**config.mk**
```make
export PLATFORM = sky130hd
export DESIGN_NAME = sat_enum_solver
export DESIGN_NICKNAME = d
export VERILOG_FILES = /design/src/rtl/sat_enum_solver.sv
export SDC_FILE = /design/constraint.sdc
export NUM_CORES = 1
export LEC_CHECK = 0
export ABC_AREA = 1
export CAP_MARGIN = 15
export CORE_ASPECT_RATIO = 0.8
export CORE_UTILIZATION = 40
export CTS_CLUSTER_DIAMETER = 30
export CTS_CLUSTER_SIZE = 16
export DETAILED_ROUTE_END_ITERATION = 12
export PLACE_DENSITY = 0.55
export SLEW_MARGIN = 20
export SYNTH_ARGS = -nofsm -noshare
export SYNTH_HDL_FRONTEND = slang
export SYNTH_SLANG_ARGS = --single-unit
```
**constraint.sdc**
```tcl
create_clock -name clk -period 4.53 [get_ports clk]
set_input_delay 1.1325 -clock clk [delete_from_list [all_inputs] [get_ports clk]]
set_output_delay 1.1325 -clock clk [all_outputs]
set_load 0.02 [all_outputs]
```
**src/rtl/sat_enum_solver.sv**
```systemverilog
// Exhaustive-enumeration 3-SAT solver behind an 8-bit command port; one clause evaluated per cycle.
// Optional eval-cycle statistics counter and READ_STATS command enabled by defining SOLVER_STATS_EN.
module sat_enum_solver #(
    parameter int NVARS    = 8,
    parameter int NCLAUSES = 16,
    parameter int LIT_W    = 8
) (
    input  logic             clk,
    input  logic             rst,
    input  logic [LIT_W-1:0] bus_a,
    input  logic [LIT_W-1:0] bus_b,
    input  logic [LIT_W-1:0] bus_c,
    input  logic [7:0]       cmd,
    output logic             sat,
    output logic             unsat,
    output logic             busy,
    output logic             err,
    output logic [7:0]       exbus
);

    localparam int CI_W   = (NCLAUSES > 1) ? $clog2(NCLAUSES) : 1;
    localparam int CNT_W  = $clog2(NCLAUSES + 1);
    localparam int NBYTES = (NVARS + 7) / 8;
    localparam int CL_W   = 3 * LIT_W;

    localparam logic [7:0] CMD_CLEAR      = 8'h01;
    localparam logic [7:0] CMD_ADD        = 8'h02;
    localparam logic [7:0] CMD_SOLVE      = 8'h03;
    localparam logic [7:0] CMD_READ       = 8'h04;
    localparam logic [7:0] CMD_ABORT      = 8'h05;
`ifdef SOLVER_STATS_EN
    localparam logic [7:0] CMD_READ_STATS = 8'h06;
`endif

    // DONE_* are decision targets only: the state register goes straight back to IDLE.
    typedef enum logic [1:0] {IDLE, EVAL, DONE_SAT, DONE_UNSAT} state_t;

    state_t             state, state_next;
    logic [CL_W-1:0]    clause_mem [NCLAUSES];
    logic [CNT_W-1:0]   count;
    logic [CI_W-1:0]    ci;
    logic [NVARS-1:0]   asg;
    logic [CL_W-1:0]    cur_clause;
    logic               clause_ok, last_clause;
    logic               do_clear, do_add, add_ok, do_start, ci_inc, asg_inc;
    logic [NBYTES*8-1:0] asg_pad;
    logic [7:0]         rd_byte;

    function automatic logic lit_true(input logic [LIT_W-1:0] lit, input logic [NVARS-1:0] a);
        logic r;
        r = 1'b0;
        for (int i = 0; i < NVARS; i++) begin
            if (lit[LIT_W-2:0] == (LIT_W-1)'(i + 1)) r = a[i] ^ lit[LIT_W-1];
        end
        return r;
    endfunction

    assign cur_clause  = clause_mem[ci];
    assign clause_ok   = lit_true(cur_clause[CL_W-1:2*LIT_W], asg) |
                         lit_true(cur_clause[2*LIT_W-1:LIT_W], asg) |
                         lit_true(cur_clause[LIT_W-1:0], asg);
    assign last_clause = (CNT_W'(ci) == count - CNT_W'(1));
    assign add_ok      = do_add && (count < CNT_W'(NCLAUSES));
    assign busy        = (state == EVAL);

    // cmd is a one-cycle pulse; while EVAL only ABORT and READ(_STATS) are honoured.
    always_comb begin
        state_next = state;
        do_clear   = 1'b0;
        do_add     = 1'b0;
        do_start   = 1'b0;
        ci_inc     = 1'b0;
        asg_inc    = 1'b0;
        case (state)
            IDLE: begin
                case (cmd)
                    CMD_CLEAR: do_clear = 1'b1;
                    CMD_ADD:   do_add   = 1'b1;
                    CMD_SOLVE: begin
                        do_start   = 1'b1;
                        state_next = (count == '0) ? DONE_SAT : EVAL;
                    end
                    default: ;
                endcase
            end
            EVAL: begin
                if (cmd == CMD_ABORT) begin
                    state_next = IDLE;
                end else if (clause_ok) begin
                    if (last_clause) state_next = DONE_SAT;
                    else             ci_inc     = 1'b1;
                end else begin
                    if (&asg) state_next = DONE_UNSAT;
                    else      asg_inc    = 1'b1;
                end
            end
            default: state_next = IDLE;
        endcase
    end

    always_comb begin
        asg_pad            = '0;
        asg_pad[NVARS-1:0] = asg;
        rd_byte            = 8'h00;
        for (int i = 0; i < NBYTES; i++) begin
            if (bus_a == LIT_W'(i)) rd_byte = asg_pad[8*i +: 8];
        end
    end

`ifdef SOLVER_STATS_EN
    logic [31:0] stats;
    logic [7:0]  stats_byte;

    always_comb begin
        case (bus_a[1:0])
            2'd0:    stats_byte = stats[7:0];
            2'd1:    stats_byte = stats[15:8];
            2'd2:    stats_byte = stats[23:16];
            default: stats_byte = stats[31:24];
        endcase
    end

    always_ff @(posedge clk) begin
        if (rst || do_clear || do_start) stats <= '0;
        else if (state == EVAL && stats != '1) stats <= stats + 32'd1;
    end
`endif

    always_ff @(posedge clk) begin
        if (add_ok) clause_mem[count[CI_W-1:0]] <= {bus_a, bus_b, bus_c};
    end

    always_ff @(posedge clk) begin
        if (rst) begin
            state <= IDLE;
            count <= '0;
            ci    <= '0;
            asg   <= '0;
            sat   <= 1'b0;
            unsat <= 1'b0;
            err   <= 1'b0;
            exbus <= 8'h00;
        end else begin
            state <= (state_next == DONE_SAT || state_next == DONE_UNSAT) ? IDLE : state_next;
            if (do_clear) begin
                count <= '0;
                asg   <= '0;
                sat   <= 1'b0;
                unsat <= 1'b0;
                err   <= 1'b0;
            end
            if (add_ok)                count <= count + CNT_W'(1);
            else if (do_add)           err   <= 1'b1;
            if (do_start) begin
                sat   <= 1'b0;
                unsat <= 1'b0;
                asg   <= '0;
                ci    <= '0;
            end
            if (ci_inc) ci <= ci + CI_W'(1);
            if (asg_inc) begin
                asg <= asg + NVARS'(1);
                ci  <= '0;
            end
            if (state_next == DONE_SAT)   sat   <= 1'b1;
            if (state_next == DONE_UNSAT) unsat <= 1'b1;
            if (cmd == CMD_READ) exbus <= rd_byte;
`ifdef SOLVER_STATS_EN
            else if (cmd == CMD_READ_STATS) exbus <= stats_byte;
`endif
        end
    end

endmodule

```
==> metrics.md, run 1 <==
| Metric | Value |
|---|---|
| Crit path launch type | `primary input` |
| Setup CP Type | `primary input to flop` |
| Synth top area cells | `edfxtp_1 66%, nand2_1 8.8%, nand3_1 5.2%, nor2_1 4.6%, dfxtp_1 3.9%` |
| Routed WL | `47.2 mm` |
| RePlAce Congestion | `0.835` |
| Cell taking the most area after synthesis | `edfxtp_1` |
| ANT nets after route | `0` |
| Synth unique cells | `38` |
| Sink Count | `418` |
| MaxCap Viol Count | `0` |
| Iteration-0 DRC Markers | `1034` |
| # DRC | `0` |
| Initial DRT Pass Iterations | `7` |
| YS warnings | `0` |
| Pwr Total | `10.7 mW` |
| # setup viols final | `0` |
| Total leakage power | `8.12 nW` |
| Core ar. | `0.0431 sq mm` |
| Crit path time final | `3.46 ns` |
| Clock Latency Late Sink | `0.62 ns` |
| Mapped cell area | `0.0175 sq mm` |
| Final worst path period share | `0.763` |
| Gate Count Post-Synth | `1598` |
| Post-synthesis register bit count | `418` |
| Vias in the first global route | `11200` |
| Worst path top cell family by delay | `simple AND/OR/NAND/NOR gates` |
| Cell Rows | `68` |
| Seq/Total Area, Yosys | `0.699` |
| Layout cells sized above 1 | `0.131` |
| Worst-Margin Slew | `1.08 ns` |
| Arr. time, crit path | `3.77 ns` |
| H-tree depth | `3` |
| Cts bufs inserted | `85` |
| Worst path bufs/invs | `3` |
| Via/cell ratio | `5.08` |
| Avg Cell Area, Syn | `10.9 sq um` |
| Max Buffers Root-to-Sink | `3` |
| Initial antenna violation count | `1` |
| Die Span X | `236 um` |
| Sequential cell area | `0.0122 sq mm` |
| Clock slew at reported path FFs | `0.05 ns` |
| Outcome | `completed` |
| Average routed wire per standard cell | `20.1 um` |
| Final Hold Vio Count | `0` |
| IR drop worst, VDD | `0.311 mV` |
| Area of the multi-input gates | `0.00448 sq mm` |
| Worst Hold Class | `flop to flop` |
| Worst Clk Skew | `0.0301 ns` |
| Top cell type's share of synthesized area | `0.661` |
| Vias | `11900` |
| CTS Root Buffer Type | `clkbuf_16` |
| Largest net degree at the start of global routing | `122` |
| Io pins | `46` |
| CTS resizes | `0` |
| Data required, critical path | `4.84 ns` |
| Worst slew margin | `0.278` |
| TritonCTS clock tree | `built` |
| Total die area | `0.0445 sq mm` |
| Cell Chain, Critical Path | `clkdlybuf4s50_1 -> nor4_1 -> inv_1 -> nor2_1 -> nand2_1 -> nor2_1 -> nand2_1 -> nor2_4 -> buf_12` |
| Post-CTS setup buffers | `0` |
| Nets | `1754` |
| Count of hold-fix buffers inserted at cts | `0` |
| Dpl ws | `0.477 ns` |
| Total track usage | `0.216` |
| Max-slew violation count | `0` |
| Slowest CP cell | `nor4_1` |
| Detailed Place HPWL | `29.4 mm` |
| Pwr dens | `492 mW/mm^2` |
| Critical path's largest stage delay | `0.45 ns` |
| # fillers | `3801` |
| Die Y | `189 um` |
| Setup TNS | `0 ns` |
| Remaining global-route overflow | `0` |
| Mapped Nets | `1638` |
| First-pass GRT wire length | `70.9 mm` |
| Fmax achieved | `289 MHz` |
| Crit path max fanout | `16` |
| Area grow syn2layout | `24.8%` |
| Setup ws final | `1.07 ns` |
| Final hold slack | `0.462 ns` |
| Buffers on Ports | `45` |
| Initial Utilization | `0.406` |
| RSZ-0062 raised after global routing | `false` |
| Crit. End Element | `flop` |
cells in the final DEF (no fill, tap or decap), types with 3 or more instances in the layout:
| cell type | synthesis | layout |
|---|---|---|
| inv_1 | 132 | 132 |
| edfxtp_1 | 384 | 384 |
| dfxtp_1 | 34 | 31 |
| o211ai_1 | 19 | 19 |
| xor2_1 | 10 | 10 |
| o21ai_0 | 52 | 52 |
| nand4_1 | 3 | 3 |
| a21oi_1 | 30 | 30 |
| or2_2 | 4 | 4 |
| nor2_1 | 214 | 198 |
| clkbuf_16 | 0 | 85 |
| buf_12 | 0 | 7 |
| clkinvlp_4 | 0 | 15 |
| nand3b_1 | 6 | 6 |
| clkinv_2 | 0 | 7 |
| clkdlybuf4s50_1 | 0 | 45 |
| inv_2 | 5 | 4 |
| nand2_1 | 408 | 408 |
| xnor2_1 | 3 | 3 |
| bufinv_16 | 0 | 12 |
| clkinv_1 | 1 | 8 |
| buf_4 | 18 | 40 |
| ha_1 | 6 | 6 |
| nand3_1 | 183 | 183 |
| inv_6 | 0 | 10 |
| nor3_1 | 7 | 7 |
| clkinv_4 | 0 | 11 |
| nor2_4 | 2 | 18 |
| clkbuf_1 | 10 | 5 |
| nor4_1 | 13 | 13 |
worst min-delay path: stages (launching register included):
cell     delay [ns]
dfxtp_1        0.30
nand2_1        0.06
a21oi_1        0.05
cells in the mapped netlist, drive strengths merged:
| cell | count |
|---|---|
| a211oi | 2 |
| a21oi | 31 |
| buf | 53 |
| clkbuf | 10 |
| clkinv | 1 |
| conb | 1 |
| dfxtp | 34 |
| edfxtp | 384 |
| ha | 6 |
| inv | 138 |
| nand2 | 411 |
| nand3 | 185 |
| nand3b | 6 |
| nand4 | 4 |
| nor2 | 218 |
| nor3 | 8 |
| nor4 | 13 |
| o211ai | 19 |
| o21ai | 54 |
| o31ai | 2 |
| or2 | 5 |
| xnor2 | 3 |
| xor2 | 10 |
per-stage QoR:
step                utilization  std cells  cell area, sq um
CTS                       0.506       2344             21800
finish                    0.506       2346             21800
global route              0.506       2344             21800
floorplan                     -       1598             17500
global placement          0.437       2187             18800
detailed placement        0.437       2187             18800
logic make-up after synthesis:
family	synth area share
buf+inv	0.0509
xor+xnor	0.00652
simple gates	0.204
other cells	0.000215
flops	0.699
compound gates	0.0345
fa+ha+maj	0.00430
metal layers:
layer,global-route usage,share of wire
met1,0.324,0.48
met2,0.314,0.43
met3,0.0510,0.068
met4,0.0568,0.017
met5,0,0
registers in the layout, indices dropped and copies added (netlist names), named ones only:
name	count
unsat	1
err	1
state	2
ci	4
clause_mem	384
sat	1
asg	8
exbus	8
count	5
path summary, 6_finish.rpt:
| check | slack [ns] | depth (start not counted) | startpoint | endpoint |
|---|---|---|---|---|
| setup / recovery | 1.07 | 9 | cmd[7] | clause_mem[12][5] |
| hold / removal | 0.46 | 2 | exbus[1] | exbus[1] |
| setup reg to reg | 1.14 | 21 | flop | flop |
| hold reg to reg | 0.46 | 2 | exbus[1] | exbus[1] |
area by class of cell:
| type | count | share of cell area |
|---|---|---|
| diodes | 2 | 0.000230 |
| clock buffers | 90 | 0.0985 |
| clock inverters | 67 | 0.0375 |
| inverters | 139 | 0.0242 |
| multi-input cells | 978 | 0.206 |
| flip-flops and latches | 418 | 0.561 |
| well taps | 560 | 0.0322 |
| repair buffers | 92 | 0.0409 |
where the power goes:
part / leakage, nW / total [mW] / internal [mW] / switching [mW]
logic: 3.00 / 0.130 / 0.0325 / 0.0979
clock network: 1.40 / 6.37 / 4.18 / 2.18
registers: 3.73 / 4.22 / 4.22 / 0.000515
total: 8.12 / 10.7 / 8.43 / 2.28
Note: power is estimated with default switching activity, not from simulation.
==> run 2, diff against run 1 <==
==> constraint.sdc (replaced) <==
create_clock -name clk -period 3.2 [get_ports clk]
set_input_delay 0.8 -clock clk [delete_from_list [all_inputs] [get_ports clk]]
set_output_delay 0.8 -clock clk [all_outputs]
set_load 0.02 [all_outputs]
==> run 2 against run 1 <==
Compared with the run above:
- clock power is 37% higher
- register-to-register slack lost 0.98 ns
- sequential cell count unchanged
- routed wire length down 2.1%
- count of clock-buffer cells in the layout is 1 higher
- sequential power up 41%
- core utilization grew 2.1 points
- critical path type is now flop to flop
==> metrics.md, run 2 (same netlist as run 1, synthesis figures left out) <==
| Metric | Value |
|---|---|
| Outcome | `completed` |
| Area grow syn2layout | `30.0%` |
| Setup CP Type | `flop to flop` |
| Crit path launch type | `flop` |
| RSZ-0062 raised after global routing | `true` |
| Largest net degree at the start of global routing | `58 (-52%)` |
| Worst Clk Skew | `0.0228 ns (-0.00729 ns)` |
| Final Hold Vio Count | `0 (unchanged)` |
| Register share of total power | `0.402 (+0.008)` |
| Cts bufs inserted | `83 (-2.4%)` |
| Vias | `12100 (+1.3%)` |
| Initial Utilization | `0.406 (unchanged)` |
| Max Buffers Root-to-Sink | `3 (unchanged)` |
| Nets | `1802 (+2.7%)` |
| ANT nets after route | `0 (unchanged)` |
| Average routed wire per standard cell | `19.3 um (-4.0%)` |
| Crit path max fanout | `9 (-7)` |
| Total leakage power | `8.51 nW (+4.8%)` |
| Total track usage | `0.208 (-0.00815)` |
| Max-slew violation count | `0 (unchanged)` |
| Clock share of power | `0.587 (-0.007)` |
| Arr. time, crit path | `3.57 ns (-0.20 ns)` |
| Cell Chain, Critical Path | `clkinv_8 -> buf_12 -> buf_4 -> nand2_1 -> nand3_1 -> nand3_1 -> nand3_1 -> nand2_4 -> inv_2 -> nand2_1 -> nand3_1 -> nand2_1 -> nand2_1 -> a21oi_1 -> a21oi_4 -> nand4_4 -> nor2_4 -> buf_4 -> nor2_4 -> nand2_1 -> a21oi_1` |
| Most frequent cells in the layout | `393 x nand2_1, 384 x edfxtp_1, 193 x nor2_1` |
| Worst Hold Class | `flop to flop` |
| # setup viols final | `0 (unchanged)` |
| IR drop worst, VDD | `0.358 mV (+15%)` |
| H-tree depth | `3 (unchanged)` |
| Worst-Margin Slew | `0.744 ns (-0.336 ns)` |
| Pwr dens | `654 mW/mm^2 (+33%)` |
| Most numerous cell on the critical path | `nand2_1` |
| Pint | `11.8 mW (+40%)` |
| Sink Count | `418 (unchanged)` |
| Setup TNS | `0 ns (unchanged)` |
| # DRC | `0 (unchanged)` |
| Total die area | `0.0445 sq mm (unchanged)` |
| Crit path time final | `3.04 ns` |
| R2R depth | `21 (unchanged)` |
| Levels on crit path | `21 (+12)` |
| NetSw | `3.07 mW (+35%)` |
| Die Y | `189 um (unchanged)` |
| Hold path cells | `2 (unchanged)` |
| Io pins | `46 (unchanged)` |
| Via/cell ratio | `5.04 (-0.64%)` |
| Clock Latency Late Sink | `0.60 ns (-0.02 ns)` |
| First-pass GRT wire length | `70.1 mm (-1.1%)` |
| Final worst path period share | `0.949` |
| Initial antenna violation count | `0 (-1)` |
| Vias in the first global route | `11900 (+5.6%)` |
| # diodes | `0 (-2)` |
| Core ar. | `0.0431 sq mm (unchanged)` |
| Fmax achieved | `329 MHz` |
| Initial DRT Pass Iterations | `5 (-2)` |
| Commonest non-fill, non-tap cell in the layout | `nand2_1` |
| Worst path bufs/invs | `5 (+2)` |
| MaxCap Viol Count | `0 (unchanged)` |
| Die Span X | `236 um (unchanged)` |
| Routed WL | `46.2 mm (-2.1%)` |
| Clock slew at reported path FFs | `0.05 ns (about the same)` |
| Data required, critical path | `3.73 ns (-1.11 ns)` |
| Comb pwr share | `0.011 (about the same)` |
| Critical path's largest stage delay | `0.45 ns (about the same)` |
| Number of flip-flops in the largest register | `384 (unchanged)` |
| Buffers on Ports | `45 (unchanged)` |
| Iteration-0 DRC Markers | `1105 (+6.9%)` |
| CTS Root Buffer Type | `clkbuf_16` |
| Slowest CP cell | `dfxtp_4` |
| Detailed Place HPWL | `27.7 mm (-6.0%)` |
| TritonCTS clock tree | `built` |
| Crit. End Element | `flop` |
| Cell Rows | `68 (unchanged)` |
| RePlAce Congestion | `0.837 (+0.26%)` |
| Pwr Total | `14.8 mW (+38%)` |
| Worst slew margin | `0.503 (+0.225)` |
| Switching Share | `0.207 (-0.00615)` |
| Worst path top cell family by delay | `simple AND/OR/NAND/NOR gates` |
| Layout cells sized above 1 | `0.169 (+0.0387)` |
| Remaining global-route overflow | `0 (unchanged)` |
==> run 2: cell type report <==
class	count	area [sq um]
clock buffers	91	2130
clock inverters	63	738
fillers	3719	20300
inverters	139	542
multi-input cells	978	4680
flip-flops and latches	418	12200
well taps	560	701
repair buffers	141	1690
repair inverters	1	8.76
==> run 2: what timing repair did <==
action / 4_1_cts / 5_1_grt
setup endpoints to repair: 0 / 19
resized for setup: 0 / 59
setup buffers: 0 / 14
hold buffers: 0 / 0
==> run 2: worst register-to-register path: stages, from the launching register on <==
cell and delay [ns]:
dfxtp_4 0.45, clkinv_8 0.14, buf_12 0.18, buf_4 0.16, nand2_1 0.05, nand3_1 0.06
nand3_1 0.09, nand3_1 0.21, nand2_4 0.19, inv_2 0.07, nand2_1 0.06, nand3_1 0.09
nand2_1 0.08, nand2_1 0.05, a21oi_1 0.21, a21oi_4 0.11, nand4_4 0.14, nor2_4 0.06
buf_4 0.14, nor2_4 0.22, nand2_1 0.08, a21oi_1 0.12
==> run 2: path summary, 6_finish.rpt <==
path	from	endpoint	slack (ns)
worst max register to register	flop	asg[5]	0.16
worst min-delay path	exbus[7]	exbus[7]	0.46
worst max-delay path	flop	asg[5]	0.16
worst min register to register	exbus[7]	exbus[7]	0.46
==> run 2: power by group through the flow <==
stage | logic [mW] | clock network, mW | registers, mW
after global placement | 0.161 | 0 | 6.07
final | 0.160 | 8.71 | 5.97
after floorplan | 0.0124 | 0 | 6.07
after detailed placement | 0.163 | 0 | 6.07
after CTS | 0.164 | 8.84 | 5.97
after global routing | 0.173 | 9.09 | 5.97
==> run 2: routing by layer <==
layer | track usage | vias up | part of all wire
li1 | - | 5788 | -
met1 | 0.287 | 5836 | 0.45
met2 | 0.334 | 369 | 0.47
met3 | 0.0363 | 67 | 0.060
met4 | 0.0701 | 0 | 0.020
met5 | 0 | - | 0
==> run 2: stage by stage <==
step	hold WS, ns	area (sq um)	util	std cells	setup WS (ns)
floorplan	0.486	17500	-	1598	-0.174
global placement	0.452	19400	0.450	2218	0.0504
detailed placement	0.455	19400	0.450	2218	0.0693
CTS	0.462	22300	0.517	2372	0.0855
global route	0.479	22700	0.527	2391	-0.0422
finish	0.465	22700	0.527	2391	0.164
==> run 3, diff against run 2 <==
==> constraint.sdc (replaced) <==
create_clock -name clk -period 3.27 [get_ports clk]
set_input_delay 0.8175 -clock clk [delete_from_list [all_inputs] [get_ports clk]]
set_output_delay 0.8175 -clock clk [all_outputs]
set_load 0.02 [all_outputs]
==> run 3 against run 2 <==
Compared with the run above:
- core utilization shrank 1.6 points
- largest power group unchanged
- register-to-register slack gained 0.16 ns
- count of clock-buffer cells in the layout shrank 1
- combinational power is essentially flat
- largest cell class unchanged
- global-route usage shrank 0.50 points
==> metrics.md, run 3 (same netlist as run 1, synthesis figures left out) <==
| Metric | Value |
|---|---|
| Pwr dens | `632 mW/mm^2 (-3.4%)` |
| Layout cells sized above 1 | `0.136 (-0.0330)` |
| # diodes | `0 (unchanged)` |
| Design area | `0.0220 sq mm (-3.0%)` |
| # setup viols final | `0 (unchanged)` |
| Fmax achieved | `340 MHz (+3.2%)` |
| Hold Startpoint | `exbus[3]` |
| Buffers on Ports | `45 (unchanged)` |
| Die Span X | `236 um (unchanged)` |
| Core ar. | `0.0431 sq mm (unchanged)` |
| Max Buffers Root-to-Sink | `3 (unchanged)` |
| Routed WL | `44.7 mm (-3.2%)` |
| Max-slew violation count | `0 (unchanged)` |
| Most frequent cells in the layout | `406 x nand2_1, 384 x edfxtp_1, 198 x nor2_1` |
| First-pass GRT wire length | `68.6 mm (-2.1%)` |
| Post-DP Area | `0.0193 sq mm (-0.61%)` |
| Hold path cells | `2 (unchanged)` |
| Final worst path period share | `0.900 (-0.0490)` |
| Cts bufs inserted | `77 (-7.2%)` |
| Pwr Total | `13.9 mW (-6.3%)` |
| IR drop worst, VDD | `0.519 mV (+45%)` |
| Die Y | `189 um (unchanged)` |
| Largest net degree at the start of global routing | `67 (+16%)` |
| Detailed Place HPWL | `27.2 mm (-1.6%)` |
| Via/cell ratio | `5.00 (-0.78%)` |
| Count of hold-fix buffers inserted at cts | `0 (unchanged)` |
| Worst Clk Skew | `0.0149 ns (-0.00791 ns)` |
| Number of flip-flops in the largest register | `384 (unchanged)` |
| Commonest non-fill, non-tap cell in the layout | `nand2_1` |
| Sink Count | `418 (unchanged)` |
| Outcome | `completed` |
| Initial DRT Pass Iterations | `5 (unchanged)` |
| Final Hold Vio Count | `0 (unchanged)` |
| Cell Rows | `68 (unchanged)` |
| TritonCTS clock tree | `built` |
| MaxCap Viol Count | `0 (unchanged)` |
| Final core occ | `0.512 (-0.0158)` |
| Crit path max fanout | `27 (+18)` |
| Iteration-0 DRC Markers | `826 (-25%)` |
| Average routed wire per standard cell | `19.0 um (-1.8%)` |
| R2R depth | `20 (-4.8%)` |
| Final hold slack | `0.461 ns (-0.00384 ns)` |
| Initial Utilization | `0.406 (unchanged)` |
| Crit path launch type | `flop` |
| Vias in the first global route | `11800 (-0.62%)` |
| Crit. End Element | `flop` |
| Crit path time final | `2.94 ns (-0.0937 ns)` |
| Arr. time, crit path | `3.39 ns (-0.18 ns)` |
| RePlAce Congestion | `0.830 (-0.84%)` |
| Data required, critical path | `3.72 ns (about the same)` |
| Nets | `1775 (-1.5%)` |
| Clock slew at reported path FFs | `0.05 ns (about the same)` |
| ANT nets after route | `0 (unchanged)` |
| Area grow syn2layout | `26.2%` |
| Worst-Margin Slew | `0.765 ns (+0.0218 ns)` |
| # DRC | `0 (unchanged)` |
| Setup CP Type | `flop to flop` |
| Io pins | `46 (unchanged)` |
| Clock Latency Late Sink | `0.58 ns (-0.02 ns)` |
| CTS Root Buffer Type | `clkbuf_16` |
| Vias | `11800 (-2.2%)` |
| Worst Hold Class | `flop to flop` |
| WHS Endpoint | `exbus[3]` |
| Worst slew margin | `0.488 (-0.0146)` |
| Reg2Reg Setup Slack | `0.33 ns (+0.16 ns)` |
| RSZ-0062 raised after global routing | `false` |
| Initial antenna violation count | `0 (unchanged)` |
| Remaining global-route overflow | `0 (unchanged)` |
| H-tree depth | `3 (unchanged)` |
| Total die area | `0.0445 sq mm (unchanged)` |
| Total track usage | `0.203 (-0.00503)` |
| Total leakage power | `8.25 nW (-3.0%)` |
==> run 3: cell types whose count changed in the layout (fill, tap and decap cells not counted), sizes merged <==
| cell | before | now |
|---|---|---|
| buf | 92 | 74 |
| clkinv | 29 | 26 |
| bufinv | 11 | 10 |
| clkbuf | 95 | 92 |
| clkinvlp | 13 | 6 |
| inv | 150 | 148 |
==> run 3: layer usage <==
layer / track usage / routed length, um
met1: 0.275 / 20400
met2: 0.332 / 21200
met3: 0.0360 / 2110
met4: 0.0679 / 965
met5: 0 / 0
==> run 3: metrics by stage <==
stage / setup WS (ns) / std cells / TNS (ns)
floorplan: -0.122 / 1598 / -8.78
detailed placement: 0.0913 / 2209 / 0
CTS: 0.204 / 2350 / 0
global placement: 0.0521 / 2209 / 0
finish: 0.328 / 2357 / 0
global route: 0.000858 / 2357 / 0
==> run 3: cell type report <==
class,count,area (sq um)
Clock buffer,90,2040
Clock inverter,51,566
Fill cell,3723,21000
Inverter,139,536
Multi-Input combinational cell,978,4520
Sequential cell,418,12200
Tap cell,560,701
Timing Repair Buffer,121,1440
==> run 3: what timing repair did <==
action	4_1_cts	5_1_grt
resized for setup	0	14
endpoints found under the setup margin	0	16
buffers inserted	0	5
==> run 3: worst max-delay path by stage <==
| stage | slack (ns) | startpoint | to |
|---|---|---|---|
| floorplan | -0.12 | cmd[7] | clause_mem[11][0] |
| global placement | 0.05 | cmd[7] | clause_mem[2][13] |
| detailed placement | 0.09 | cmd[7] | clause_mem[2][13] |
| CTS | 0.20 | flop | flop |
| global route | 0.0009 | flop | ci[2] |
| finish | 0.33 | flop | flop |
==> run 3: worst max-delay path: stages, from the launching register on <==
cell     delay (ns)
dfxtp_2        0.36
inv_6          0.24
buf_12         0.23
nor2_1         0.07
o21ai_0        0.08
nand3_1        0.17
nand3_1        0.16
nand2_1        0.12
nand2_1        0.12
nor2_1         0.05
nand2_1        0.06
nor2_1         0.04
nor2_1         0.11
nand4_1        0.14
nor2_4         0.17
nand4_2        0.19
nor2_4         0.16
buf_4          0.12
nor2_2         0.04
o21ai_0        0.09
a21oi_1        0.07
==> run 3: where the power goes <==
group          switching [mW]  internal [mW]  total, mW
registers            0.000793           5.84       5.84
logic                   0.110         0.0483      0.158
clock network            2.65           5.26       7.91
total                    2.76           11.2       13.9
==> patch 1: new RTL, config.mk and constraints of run 2 <==
Change the parameter `NVARS` from 8 to 4.
--- a/src/rtl/sat_enum_solver.sv
+++ b/src/rtl/sat_enum_solver.sv
@@ -1,7 +1,7 @@
 // Exhaustive-enumeration 3-SAT solver behind an 8-bit command port; one clause evaluated per cycle.
 // Optional eval-cycle statistics counter and READ_STATS command enabled by defining SOLVER_STATS_EN.
 module sat_enum_solver #(
-    parameter int NVARS    = 8,
+    parameter int NVARS    = 4,
     parameter int NCLAUSES = 16,
     parameter int LIT_W    = 8
 ) (
Formal check against the unedited RTL: not equivalent (a bounded check fails within 4 cycles, from zero or initial values and one cycle with rst high).
==> patch 1 against run 2 <==
  * Routed wire length fell by 10%
  * Final area fell by 7.5%
  * Sequential cell count fell by 8
  * Synthesized area fell by 3.6%
  * Worst setup slack improved by 150 ps
  * Total power fell by 7.0%
  * Synthesized cell count fell by 8.3%
  * Critical path type unchanged
  * Largest cell class unchanged
  * Largest power group unchanged
==> patch 1: results (changes against run 2) <==
Layout
The share of layout cells above drive strength 1 is 13.3% (was 16.9%). The number of fill cells in the layout is 3,585 (was 3,719). The net count of the finished layout is 1,631 (was 1,802).

Critical path
The delay of the slowest cell on the worst path is 400 ps (was 450 ps). The largest fanout of any net on the critical path is 15 (was 9). The data arrival time of the critical path is 3370 ps (was 3570 ps).

Pwr
The static leakage is 7.79 nW (was 8.51 nW). The maximum vdd ir drop was 0.000507 V (was 0.000358 V).

Synthesis
Largest cells by area after synthesis: sky130_fd_sc_hd__edfxtp_1, sky130_fd_sc_hd__nand2_1, sky130_fd_sc_hd__nand3_1 (unchanged). Top cells by count, synth: sky130_fd_sc_hd__edfxtp_1, sky130_fd_sc_hd__nand2_1, sky130_fd_sc_hd__nor2_1 (was sky130_fd_sc_hd__nand2_1, sky130_fd_sc_hd__edfxtp_1, sky130_fd_sc_hd__nor2_1). The number of flops mapped to enable cells by yosys came to 384 (unchanged). The sequential share of the synthesized area is 71.6% (was 69.9%).

The total number of yosys warnings is 0 (unchanged).

Placement
The half-perimeter wire length after placement is 25,500 µm (was 27,700 µm). The instance count after placement with tap cells included came to 2,061 (was 2,218). The port buffer count came to 41 (was 45). The placer's final routability congestion estimate is 0.784 (was 0.837).

The area of placed instances came to 18,500 µm² (was 19,400 µm²).

Status
Result of the run: completed (unchanged).

Routing
The aggregate routed wire length is 41,400 µm (was 46,200 µm). The number of vias after detailed routing is 10,900 (was 12,100). The DRC marker count from the first detailed-route iteration is 944 (was 1,105).

Clocking
The total clock buffers created by CTS was 71 (was 83).

STA
The relative slew slack was 42.9% (was 50.3%). The clock tree skew after final layout is 20.6 ps (was 22.8 ps).

Global route
The all-layer global routing usage was 20.1% (was 20.8%). The largest net degree at the start of global routing is 81 (was 58). The wire length of the first global-routing pass is 64,100 µm (was 70,100 µm).
patch 1: layout make-up:
| type | instances | area, µm² | area share [%] |
|---|---|---|---|
| sequential | 410 | 12100 | 57.4 |
| multi-input combinational | 873 | 4050 | 19.3 |
| clock buffer | 83 | 1900 | 9.02 |
| timing repair buffer | 112 | 1280 | 6.10 |
| tap | 544 | 681 | 3.24 |
| clock inverter | 45 | 576 | 2.74 |
| inverter | 122 | 462 | 2.20 |
patch 1: path summary, 6_finish.rpt:
path | start | slack [ps] | cells after the start | end
setup / recovery | flip-flop | 310 | 20 | flip-flop
hold / removal | unsat | 470 | 2 | unsat
setup reg to reg | flip-flop | 310 | 20 | flip-flop
hold reg to reg | unsat | 470 | 2 | unsat
patch 1: kinds of logic (layout without fill, tap and decap cells):
group | count (synthesis) | after routing | synth area share (%)
xor gates and xnor gates | 10 | 10 | 0.520
buffers and inverters | 186 | 362 | 5.16
and+or+nand+nor | 744 | 744 | 18.6
other | 1 | 5 | 0.0223
adders and majority gates | 7 | 7 | 0.520
DFF | 410 | 410 | 71.6
AOI/OAI and AO/OA | 107 | 107 | 3.57
patch 1: power breakdown:
group / switching [mW] / internal (mW) / leakage (nW)
sequential: 0.00107 / 5.87 / 3.66
clock: 2.54 / 5.21 / 1.20
combinational: 0.127 / 0.0537 / 2.93
patch 1: routing by layer:
| layer | track usage, % | vias up | share of wire (%) |
|---|---|---|---|
| li1 | - | 5293 | - |
| met1 | 27.8 | 5239 | 47 |
| met2 | 31.7 | 285 | 45 |
| met3 | 3.80 | 74 | 5.4 |
| met4 | 6.78 | 0 | 2.6 |
| met5 | 0 | - | 0 |
==> patch 2: new RTL, flow settings as in run 2 <==
Without the edit above. Re-encode `state_t` (4 states) as Gray code, 2 bits wide.
--- a/src/rtl/sat_enum_solver.sv
+++ b/src/rtl/sat_enum_solver.sv
@@ -33,7 +33,7 @@
 `endif
 
     // DONE_* are decision targets only: the state register goes straight back to IDLE.
-    typedef enum logic [1:0] {IDLE, EVAL, DONE_SAT, DONE_UNSAT} state_t;
+    typedef enum logic [1:0] {IDLE = 2'b00, EVAL = 2'b01, DONE_SAT = 2'b11, DONE_UNSAT = 2'b10} state_t;
 
     state_t             state, state_next;
     logic [CL_W-1:0]    clause_mem [NCLAUSES];
Behaviour: same outputs for any inputs over 4 cycles, from zero or initial values and one cycle with rst high; so few cycles prove little.
==> patch 2 against run 2 <==
  * Critical path depth down 2
  * Total power up 0.71%
  * Synthesized area down 0.60%
  * Final area down 1.7%
  * Sequential cell count unchanged
  * Count of clock-buffer cells in the layout up 2
  * Routed wire length up 0.45%
  * Maximum frequency up 3.0%
  * Worst setup slack better by 89 ps
  * Largest cell class unchanged
  * Highest routed layer unchanged
==> patch 2: results (changes against run 2) <==
Placement
The placer's final routability congestion estimate is 0.806 (was 0.837). The instance count after placement with tap cells included is 2,123 (was 2,218). The area of placed instances is 19,100 µm² (was 19,400 µm²). The half-perimeter wire length after placement is 28,100 µm (was 27,700 µm). The pre-CTS setup slack came to 34.4 ps (was 69.3 ps).

Status
Result of the run: completed (unchanged).

Synthesis
Largest cells by area after synthesis: sky130_fd_sc_hd__edfxtp_1, sky130_fd_sc_hd__nand2_1, sky130_fd_sc_hd__nor2_1 (was sky130_fd_sc_hd__edfxtp_1, sky130_fd_sc_hd__nand2_1, sky130_fd_sc_hd__nand3_1). The number of library cell types mapped by synthesis came to 40 (was 38). Top cells by count, synth: sky130_fd_sc_hd__edfxtp_1, sky130_fd_sc_hd__nand2_1, sky130_fd_sc_hd__nor2_1 (was sky130_fd_sc_hd__nand2_1, sky130_fd_sc_hd__edfxtp_1, sky130_fd_sc_hd__nor2_1). The mean instance size in the synthesized netlist is 11.5 µm² (was 10.9 µm²).

The adder-cell area share of the yosys netlist is 0.433% (was 0.430%). The most common cell in the netlist is sky130_fd_sc_hd__edfxtp_1 (was sky130_fd_sc_hd__nand2_1). The fraction of the mapped netlist area in compound gates is 5.52% (was 3.45%). The area share of xor/xnor cells in the synthesized design is 0.656% (was 0.652%). The sequential share of the synthesized area is 70.4% (was 69.9%).

Routing
The aggregate routed wire length is 46,400 µm (was 46,200 µm). The DRC marker count from the first detailed-route iteration is 1,011 (was 1,105). The routed length on met2 was 20,900 µm (was 21,600 µm).

The detailed-route vias per instance was 5.14 (was 5.04). The total length of routed met3 wires is 2790 µm (was 2760 µm). The met1 wire length was 21,000 µm (was 20,900 µm).

Clocking
The number of H-tree branching levels came to 3 (unchanged). The total clock buffers created by CTS was 85 (was 83). The CTS clock-pin slew for the worst setup and hold paths came to 50 ps (about the same).

Pwr
The static leakage came to 8.13 nW (was 8.51 nW). The maximum vdd ir drop is 0.000475 V (was 0.000358 V). The internal power contribution is 11.8 mW (about the same). The reported sequential group power is 5.97 mW (about the same). The total power was 14.9 mW (was 14.8 mW).

Critical path
The setup slack of the worst register-to-register path is 250 ps (was 160 ps). The capturing element of the worst setup path is asg[3] (was asg[5]). The largest fanout of any net on the critical path came to 21 (was 9). The number of cells on the worst reg-to-reg path is 19 (was 21).

Worst hold path
The hold path startpoint is unsat (was exbus[7]). The terminating pin of the worst hold path is unsat (was exbus[7]).

STA
The slew of the pin with the lowest slew margin is 821 ps (was 744 ps). The clock tree skew after final layout is 19.8 ps (was 22.8 ps). The final hold violation count is 0 (unchanged). The post-route worst hold slack is 463 ps (was 465 ps).

The final critical-path share of the clock period came to 92.1% (was 94.9%).

Layout
The share of layout cells above drive strength 1 came to 17.3% (was 16.9%). The number of standard cells in the layout, taps in and fillers out is 2,291 (was 2,391). The net count of the finished layout is 1,708 (was 1,802).

Global route
The met1 demand-to-capacity share in global routing is 29.3% (was 28.7%). The met2 demand-to-capacity share in global routing is 31.9% (was 33.4%). The all-layer global routing usage is 20.8% (about the same). The via count of the first global-routing pass came to 11,600 (was 11,900).
==> patch 2: cell types whose count changed in the layout (fill, tap and decap cells not counted), moves of 5 or more <==
cell	run 2	this run
sky130_fd_sc_hd__clkinv_2	6	11
sky130_fd_sc_hd__nand3_1	169	129
sky130_fd_sc_hd__a21oi_1	28	45
sky130_fd_sc_hd__nor2_1	193	201
sky130_fd_sc_hd__nand2_1	393	318
sky130_fd_sc_hd__o21ai_0	49	68
sky130_fd_sc_hd__o211ai_1	19	34
sky130_fd_sc_hd__buf_4	56	45
sky130_fd_sc_hd__inv_1	130	98
sky130_fd_sc_hd__clkinv_1	15	8
==> patch 2: layout make-up <==
type / instances / area (µm²)
Fill cell: 3599 / 20000
Clock buffer: 93 / 2190
Inverter: 108 / 410
Timing Repair Buffer: 132 / 1630
Sequential cell: 418 / 12200
Multi-Input combinational cell: 923 / 4450
Tap cell: 552 / 691
Clock inverter: 65 / 736
